<file path="src/rtl/pong_pkg.sv">
// pong_pkg: shared FSM state type and timing defaults for the pong button path
package pong_pkg;
  typedef enum logic [1:0] {IDLE, HOLD, REPEAT} t_sw_state;
  localparam int c_CLK_HZ = 25000000;
  localparam int c_HOLD_DELAY_DEFAULT = c_CLK_HZ / 2;
  localparam int c_REPEAT_PERIOD_DEFAULT = c_CLK_HZ / 10;
endpackage

</file>
<file path="src/rtl/switch_edge_detect.sv">
// switch_edge_detect: previous-level register with rising/falling strobes
module switch_edge_detect (
  input  logic i_Clk,
  input  logic i_Rst_L,
  input  logic i_Level,
  output logic o_Rise,
  output logic o_Fall
);
  logic r_Level;
  // previous level; cleared by reset so a level held through reset reads as a rise
  always_ff @(posedge i_Clk or negedge i_Rst_L)
    if (!i_Rst_L) r_Level <= 1'b0;
    else r_Level <= i_Level;
  assign o_Rise = i_Level & ~r_Level;
  assign o_Fall = ~i_Level & r_Level;
endmodule

</file>
<file path="src/rtl/switch_event_gen.sv">
// switch_event_gen: press/release/long/auto-repeat events from a debounced switch (repeat logic under SWITCH_EVENT_REPEAT_EN)
module switch_event_gen
  import pong_pkg::*;
#(
  parameter int c_HOLD_DELAY = c_HOLD_DELAY_DEFAULT,
  parameter int c_REPEAT_PERIOD = c_REPEAT_PERIOD_DEFAULT
) (
  input  logic i_Clk,
  input  logic i_Rst_L,
  input  logic i_Switch,
  output logic o_Press,
  output logic o_Release,
  output logic o_Long,
  output logic o_Repeat,
  output logic o_Step
);
  localparam int c_CNT_W = $clog2(c_HOLD_DELAY > c_REPEAT_PERIOD ? c_HOLD_DELAY : c_REPEAT_PERIOD) + 1;
  // r_Count is 1 on the edge after the press, so it equals the edges elapsed since E
  localparam logic [c_CNT_W-1:0] c_HOLD_LAST = c_CNT_W'(c_HOLD_DELAY);
`ifdef SWITCH_EVENT_REPEAT_EN
  localparam logic [c_CNT_W-1:0] c_REP_LAST = c_CNT_W'(c_REPEAT_PERIOD - 1);
`endif
  t_sw_state r_State, w_State;
  logic [c_CNT_W-1:0] r_Count, w_Count;
  logic w_Press, w_Release, w_Long, w_Repeat;
  logic w_Rise, w_Fall;
  switch_edge_detect u_edge (
    .i_Clk   (i_Clk),
    .i_Rst_L (i_Rst_L),
    .i_Level (i_Switch),
    .o_Rise  (w_Rise),
    .o_Fall  (w_Fall)
  );
  // state, counter and registered event outputs
  always_ff @(posedge i_Clk or negedge i_Rst_L)
    if (!i_Rst_L) begin
      r_State   <= IDLE;
      r_Count   <= '0;
      o_Press   <= 1'b0;
      o_Release <= 1'b0;
      o_Long    <= 1'b0;
      o_Repeat  <= 1'b0;
      o_Step    <= 1'b0;
    end else begin
      r_State   <= w_State;
      r_Count   <= w_Count;
      o_Press   <= w_Press;
      o_Release <= w_Release;
      o_Long    <= w_Long;
      o_Repeat  <= w_Repeat;
      o_Step    <= w_Press | w_Repeat;
    end
  // next state and next-cycle event values; a release always beats a due repeat
  always_comb begin
    w_State   = r_State;
    w_Count   = r_Count;
    w_Press   = 1'b0;
    w_Release = 1'b0;
    w_Long    = o_Long;
    w_Repeat  = 1'b0;
    case (r_State)
      IDLE:
        if (w_Rise) begin
          w_State = HOLD;
          w_Press = 1'b1;
          w_Count = c_CNT_W'(1);
        end
      HOLD:
        if (w_Fall) begin
          w_State   = IDLE;
          w_Release = 1'b1;
          w_Long    = 1'b0;
          w_Count   = '0;
        end else if (r_Count == c_HOLD_LAST) begin
          w_Long = 1'b1;
`ifdef SWITCH_EVENT_REPEAT_EN
          w_State  = REPEAT;
          w_Repeat = 1'b1;
          w_Count  = '0;
`endif
        end else w_Count = r_Count + 1'b1;
`ifdef SWITCH_EVENT_REPEAT_EN
      REPEAT:
        if (w_Fall) begin
          w_State   = IDLE;
          w_Release = 1'b1;
          w_Long    = 1'b0;
          w_Count   = '0;
        end else if (r_Count == c_REP_LAST) begin
          w_Repeat = 1'b1;
          w_Count  = '0;
        end else w_Count = r_Count + 1'b1;
`endif
      default: begin
        w_State = IDLE;
        w_Count = '0;
        w_Long  = 1'b0;
      end
    endcase
  end
endmodule

</file>
<file path="config.mk">
export PLATFORM = sky130hd
export DESIGN_NAME = switch_event_gen
export DESIGN_NICKNAME = d
export VERILOG_FILES = /design/src/rtl/pong_pkg.sv /design/src/rtl/switch_edge_detect.sv /design/src/rtl/switch_event_gen.sv
export SDC_FILE = /design/constraint.sdc
export NUM_CORES = 1
export LEC_CHECK = 0
export CORE_ASPECT_RATIO = 2
export CORE_MARGIN = 4
export CORE_UTILIZATION = 53
export CTS_CLUSTER_DIAMETER = 200
export DETAILED_ROUTE_END_ITERATION = 10
export PLACE_DENSITY_LB_ADDON = 0.3
export SYNTH_ARGS = -nofsm -noshare
export SYNTH_HDL_FRONTEND = slang
export SYNTH_HIERARCHICAL = 1
export SYNTH_SLANG_ARGS = --single-unit
</file>
<file path="constraint.sdc">
create_clock -name i_Clk -period 1.9 [get_ports i_Clk]
set_input_delay 0.38 -clock i_Clk [delete_from_list [all_inputs] [get_ports i_Clk]]
set_output_delay 0.38 -clock i_Clk [all_outputs]
set_load 0.02 [all_outputs]
</file>
==> results of run 1 <==
## final cells by class
type | count | area (sq um)
well taps | 30 | 37.5
clock buffers | 6 | 82.6
flip-flops and latches | 30 | 752
inverters | 4 | 15.0
fillers | 255 | 1050
repair buffers | 24 | 199
multi-input cells | 137 | 880
## metal layers
metal	GRT usage	share of wire	vias up
met1	0.233	0.37	740
met3	0.0638	0.041	16
met2	0.397	0.56	52
li1	-	-	719
met5	0	0	-
met4	0.120	0.031	0
## stage by stage
stage	area [sq um]	util	setup WS (ns)	power (mW)	setup TNS, ns
floorplan	1690	-	0.165	0.941	0
global placement	1860	0.618	-0.153	1.04	-1.49
detailed placement	1860	0.618	-0.210	1.06	-2.49
CTS	1940	0.645	0.0694	1.56	0
global route	1970	0.652	-0.00883	1.65	-0.00883
finish	1970	0.652	0.0706	1.57	0
## placed cells by master, fill, tap and decap left out, types with 2 or more instances in the layout
cell,netlist,layout
a31oi_1,8,8
nor2_1,6,6
o41ai_1,2,2
nor3_2,1,2
o21ai_0,26,26
or2b_2,2,2
clkbuf_8,0,6
dfrtp_1,30,29
o311ai_1,0,2
buf_4,2,17
ha_1,2,2
clkdlybuf4s50_1,0,6
nand3_1,4,4
xor2_1,3,3
nor2b_1,2,2
a41oi_1,2,2
and4_1,2,2
nand4_1,10,10
and2_1,3,3
a21oi_1,7,7
inv_1,4,4
and3_1,5,5
nand2_1,21,20
o31ai_1,4,4
## what timing repair did
item,4_1_cts,5_1_grt
setup buffers,0,0
resized for setup,0,8
setup endpoints to repair,0,5
hold endpoints to repair,0,0
## state kept, by name (all words and copies together), names as in the netlist
name            cells
r_Count            25
o_Long              1
o_Release           1
o_Step              1
r_State             1
u_edge/r_Level      1
## critical path: stages, from the launching register on
cell	delay [ns]
dfrtp_1	0.39
or4b_4	0.57
nor4_4	0.22
a21o_2	0.23
nor3b_2	0.05
a211o_1	0.26
## how the worst max path moves through the flow
stage	slack, ns	cells past startpoint	endpoint
after floorplan	0.17	5	r_Count[2]
after global placement	-0.15	5	r_Count[20]
after detailed placement	-0.21	7	r_Count[9]
after CTS	0.07	7	r_Count[9]
after global routing	-0.009	5	r_Count[2]
final	0.07	5	r_Count[2]
## kinds of logic after synthesis
| kind of cell | count (synthesis) |
|---|---|
| compound gates | 60 |
| xor+xnor | 3 |
| flops | 30 |
| simple gates | 71 |
| buf+inv | 15 |
| fa+ha+maj | 2 |
| other cells | 1 |
## power groups by stage
stage	Combinational [mW]	Sequential, mW	Clock, mW
floorplan	0.222	0.719	0
global placement	0.307	0.737	0
detailed placement	0.324	0.741	0
CTS	0.325	0.729	0.509
global route	0.369	0.738	0.547
finish	0.333	0.732	0.502
==> impl_metrics.yaml, run 1 <==
outcome:
  status: "completed"
floorplan:
  dieWidth_microns: 47.9
  dieArea_sq_um: 4200
  die_h_microns: 87.8
  pin_count: 8
  initial_core_util: 0.560
  core-area_sq_um: 3010
  core.rowCount: 28
synth:
  ys_ff_latch: 30
  muxShareOfSynthArea: 0
  ys_top_cells_by_count: "dfrtp_1 (30), o21ai_0 (26), nand2_1 (21)"
  synth-main-ff-cell: "dfrtp_1"
  synth-simple-area-share: 0.256
  ys_seq_area_frac: 0.445
  synth_xor_area_frac: 0.0156
  syn-num-nets: 187
  synth_top_area_frac: 0.445
  syn-cell-area_sq_um: 1690
  async_reset_ff_frac: 1.00
  yosysWarnings: 6
  synthMostInstantiatedCell: "dfrtp_1"
  avgSynthCellArea_sq_um: 9.27
  synth-adder-area-share: 0.0148
  synth_compound_area_frac: 0.223
  synth_top_family_by_area: "simple AND/OR/NAND/NOR gates"
  synthCells: 182
  ys_types: 50
  yosys-top-cells-area: "dfrtp_1 (45%), o21ai_0 (7.7%), nand2_1 (4.7%), nand4_1 (3.7%), a31oi_1 (3.0%)"
  synth-edff-count: 0
  yosys.area.top_type: "dfrtp_1"
pwr:
  p_switching_mw: 0.466
  clkPwrFrac: 0.321
  ir_drop_uv: 464
  intPower_mw: 1.10
  leakagePower_nw: 0.870
  switching_share: 0.297
  p_per_area_nw_per_um2: 797
  comb_power_share: 0.212
  pwr-share-seq: 0.467
route:
  drc: 0
  via_count: 1527
  wl_per_cell_microns: 18.2
  first_pass_iters: 4
  drtIter0Drc: 36
  drtAntennaViolNets: 0
  avgViaCountPerCell: 6.61
  wirelength_microns: 4200
sta:
  hold_slack_ns: 0.489
  rsz0062_at_grt: "true"
  post-route-period-util: 0.963
  slew_violations: 0
  finalHoldViolations: 0
  setup_viol: 0
  period_needed_ns: 1.83
  clock_skew_ns: 0.00620
  fmax_mhz: 547
clocking:
  cts_sinks: 30
  cts_made_buffers: 5
  clockBufferDepth: 2
  path_clk_slew_ns: 0.06
  htree_levels: 2
  postCtsHoldBufs: 0
  cts_root_buffer: "clkbuf_8"
  cts_tree: "done"
  insertion_delay_ns: 0.29
hold_path:
  hp-class: "in -> async"
critical_path:
  r2r_cells: 5
  ff2ff_setup_slack_ns: 0.07
  critPathArrivalTime_ns: 2.01
  worstSetupStartpointType: "flip-flop"
  crit_fanout: 4
  timing.rr.start: "r_Count[3]"
  setup.worst_path.end_class: "flip-flop"
  worst-setup-path-type: "reg -> reg"
  required_ns: 2.08
  worstSetupStartpoint: "r_Count[3]"
  timing.rr.end: "r_Count[2]"
grt:
  antenna_found_initial: 0
  grt_pass1_vias: 1519
  grt_max_degree: 31
  grt_pass1_wl_microns: 6780
  groute.usage.overall: 0.230
  overflow: 0
placed_design:
  dp.cells: 225
  dp_hpwl_microns: 3040
  gp_congestion: 0.868
  numPortBuffers: 6
cells_and_area:
  final_cells: 231
  area_delta_synth_final_pct: 16.5
  final_layout_size_suffix_gt1_frac: 0.199
  diodes: 0
  nets: 207
job:
  maxCapViolCount: 0
Power figures use the tool's default switching activity.
==> inputs of run 2 (changes only) <==
Settings changed: CAP_MARGIN from default to 10, CTS_CLUSTER_DIAMETER 200 to default, PLACE_DENSITY from default to 0.85, PLACE_DENSITY_LB_ADDON 0.3 to default.
==> impl_metrics.yaml, run 2 (synthesis results as in run 1) <==
grt:
  antenna_found_initial: 0
  overflow: 0
  grt_pass1_vias: 1664
  groute.usage.overall: 0.242
  grt_pass1_wl_microns: 7360
  grt_max_degree: 31
pwr:
  pwr-share-seq: 0.418
  p_per_area_nw_per_um2: 865
  ir_drop_uv: 489
  comb_power_share: 0.204
  clkPwrFrac: 0.378
  switching_share: 0.283
  leakagePower_nw: 0.911
  p_switching_mw: 0.496
  intPower_mw: 1.25
  finalPower_mw: 1.75
sta:
  fin_ws_ns: -0.00813
  period_needed_ns: 1.91
  clock_skew_ns: 0.00691
  slew_violations: 0
  tns_ns: -0.00813
  slew_headroom: 0.669
  post-route-period-util: 1.00
  tightest_slew_ns: 0.492
  finalHoldViolations: 0
  fmax_mhz: 524
  setup_viol: 1
  rsz0062_at_grt: "true"
cells_and_area:
  nets: 210
  regMostFlops: "r_Count"
  largest_reg_flops: 25
  diodes: 0
  final_cells: 235
  fill_cells: 211
  stdcell_area_sq_um: 2020
  area_delta_synth_final_pct: 19.9
  mostFrequentLayoutCells: "dfrtp_1 (30), o21ai_0 (26), buf_4 (21), nand2_1 (20), nand4_1 (10)"
  mostFrequentLayoutCell: "dfrtp_1"
  final_layout_size_suffix_gt1_frac: 0.215
route:
  via_count: 1621
  wl_per_cell_microns: 18.9
  wl_met1_microns: 1560
  avgViaCountPerCell: 6.90
  dr.max_layer_used: "met4"
  dr_wl_met3_microns: 281
  first_pass_iters: 5
  drtIter0Drc: 86
  drtAntennaViolNets: 0
  drc: 0
  wl_met2_microns: 2310
  wirelength_microns: 4450
clocking:
  postCtsHoldBufs: 0
  clockBufferDepth: 2
  path_clk_slew_ns: 0.07
  htree_levels: 2
  cts_tree: "done"
  cts_root_buffer: "clkbuf_8"
  cts_sinks: 30
  cts_made_buffers: 5
  insertion_delay_ns: 0.29
job:
  maxCapViolCount: 0
floorplan:
  core-area_sq_um: 3010
  dieWidth_microns: 47.9
  pin_count: 8
  initial_core_util: 0.560
  die_h_microns: 87.8
  core.rowCount: 28
  dieArea_sq_um: 4200
placed_design:
  numPortBuffers: 6
  gp_congestion: 0.869
  dpl_cell_area_sq_um: 1870
  post-place-ws_ns: -0.204
  dp_hpwl_microns: 3090
  dp.cells: 226
critical_path:
  required_ns: 2.07
  worst-setup-path-type: "reg -> reg"
  setup.worst_path.end_class: "flip-flop"
  critPathArrivalTime_ns: 2.08
  crit_fanout: 4
  worstSetupStartpointType: "flip-flop"
hold_path:
  hp-class: "in -> async"
outcome:
  violations: "setup timing"
  status: "finished with violations"
[run 2: worst paths after layout]
path                              from          end  slack (ns)  depth (start not counted)
min reg2reg                r_Count[14]  r_Count[14]        0.52                          1
max in group asynchronous      i_Rst_L    o_Release        1.13                          2
min in group i_Clk         r_Count[14]  r_Count[14]        0.52                          1
max                         r_Count[3]   r_Count[2]      -0.008                          5
max reg2reg                 r_Count[3]   r_Count[2]      -0.008                          5
min                            i_Rst_L  r_Count[19]        0.49                          2
[run 2: power groups by stage]
stage / Sequential [mW] / Combinational (mW) / Clock, mW
6_report: 0.731 / 0.357 / 0.661
4_1_cts: 0.730 / 0.333 / 0.664
3_5_place_dp: 0.741 / 0.331 / 0
3_3_place_gp: 0.736 / 0.307 / 0
5_1_grt: 0.739 / 0.391 / 0.707
2_1_floorplan: 0.719 / 0.222 / 0
[run 2: stage by stage]
| step | hold WS, ns | utilization |
|---|---|---|
| after floorplan | 0.0844 | - |
| after global placement | 0.481 | 0.620 |
| after detailed placement | 0.511 | 0.620 |
| after CTS | 0.500 | 0.657 |
| after global routing | 0.519 | 0.671 |
| final | 0.485 | 0.671 |
[run 2: timing repair]
action / CTS / global route
setup endpoints to repair: 0 / 7
resized for setup: 0 / 6
setup buffers: 0 / 2
[run 2: critical path, stage by stage, from the launching register on]
cell	delay, ns
dfrtp_1	0.39
or4b_4	0.57
nor4_4	0.25
a21o_2	0.25
nor3b_1	0.07
a211o_1	0.27
[run 2: area by class of cell]
cell class / count / area, sq um / area share
Sequential cell: 30 / 751 / 0.371
Multi-Input combinational cell: 137 / 888 / 0.439
Timing Repair Buffer: 27 / 218 / 0.108
Clock buffer: 6 / 82.6 / 0.0408
Inverter: 4 / 15.0 / 0.00743
Tap cell: 30 / 37.5 / 0.0186
Clock inverter: 1 / 30.0 / 0.0149
[run 2: metal layers]
metal / track usage / vias to the layer above
met3: 0.0638 / 30
met5: 0 / -
li1: - / 720
met1: 0.254 / 789
met2: 0.386 / 82
met4: 0.184 / 0
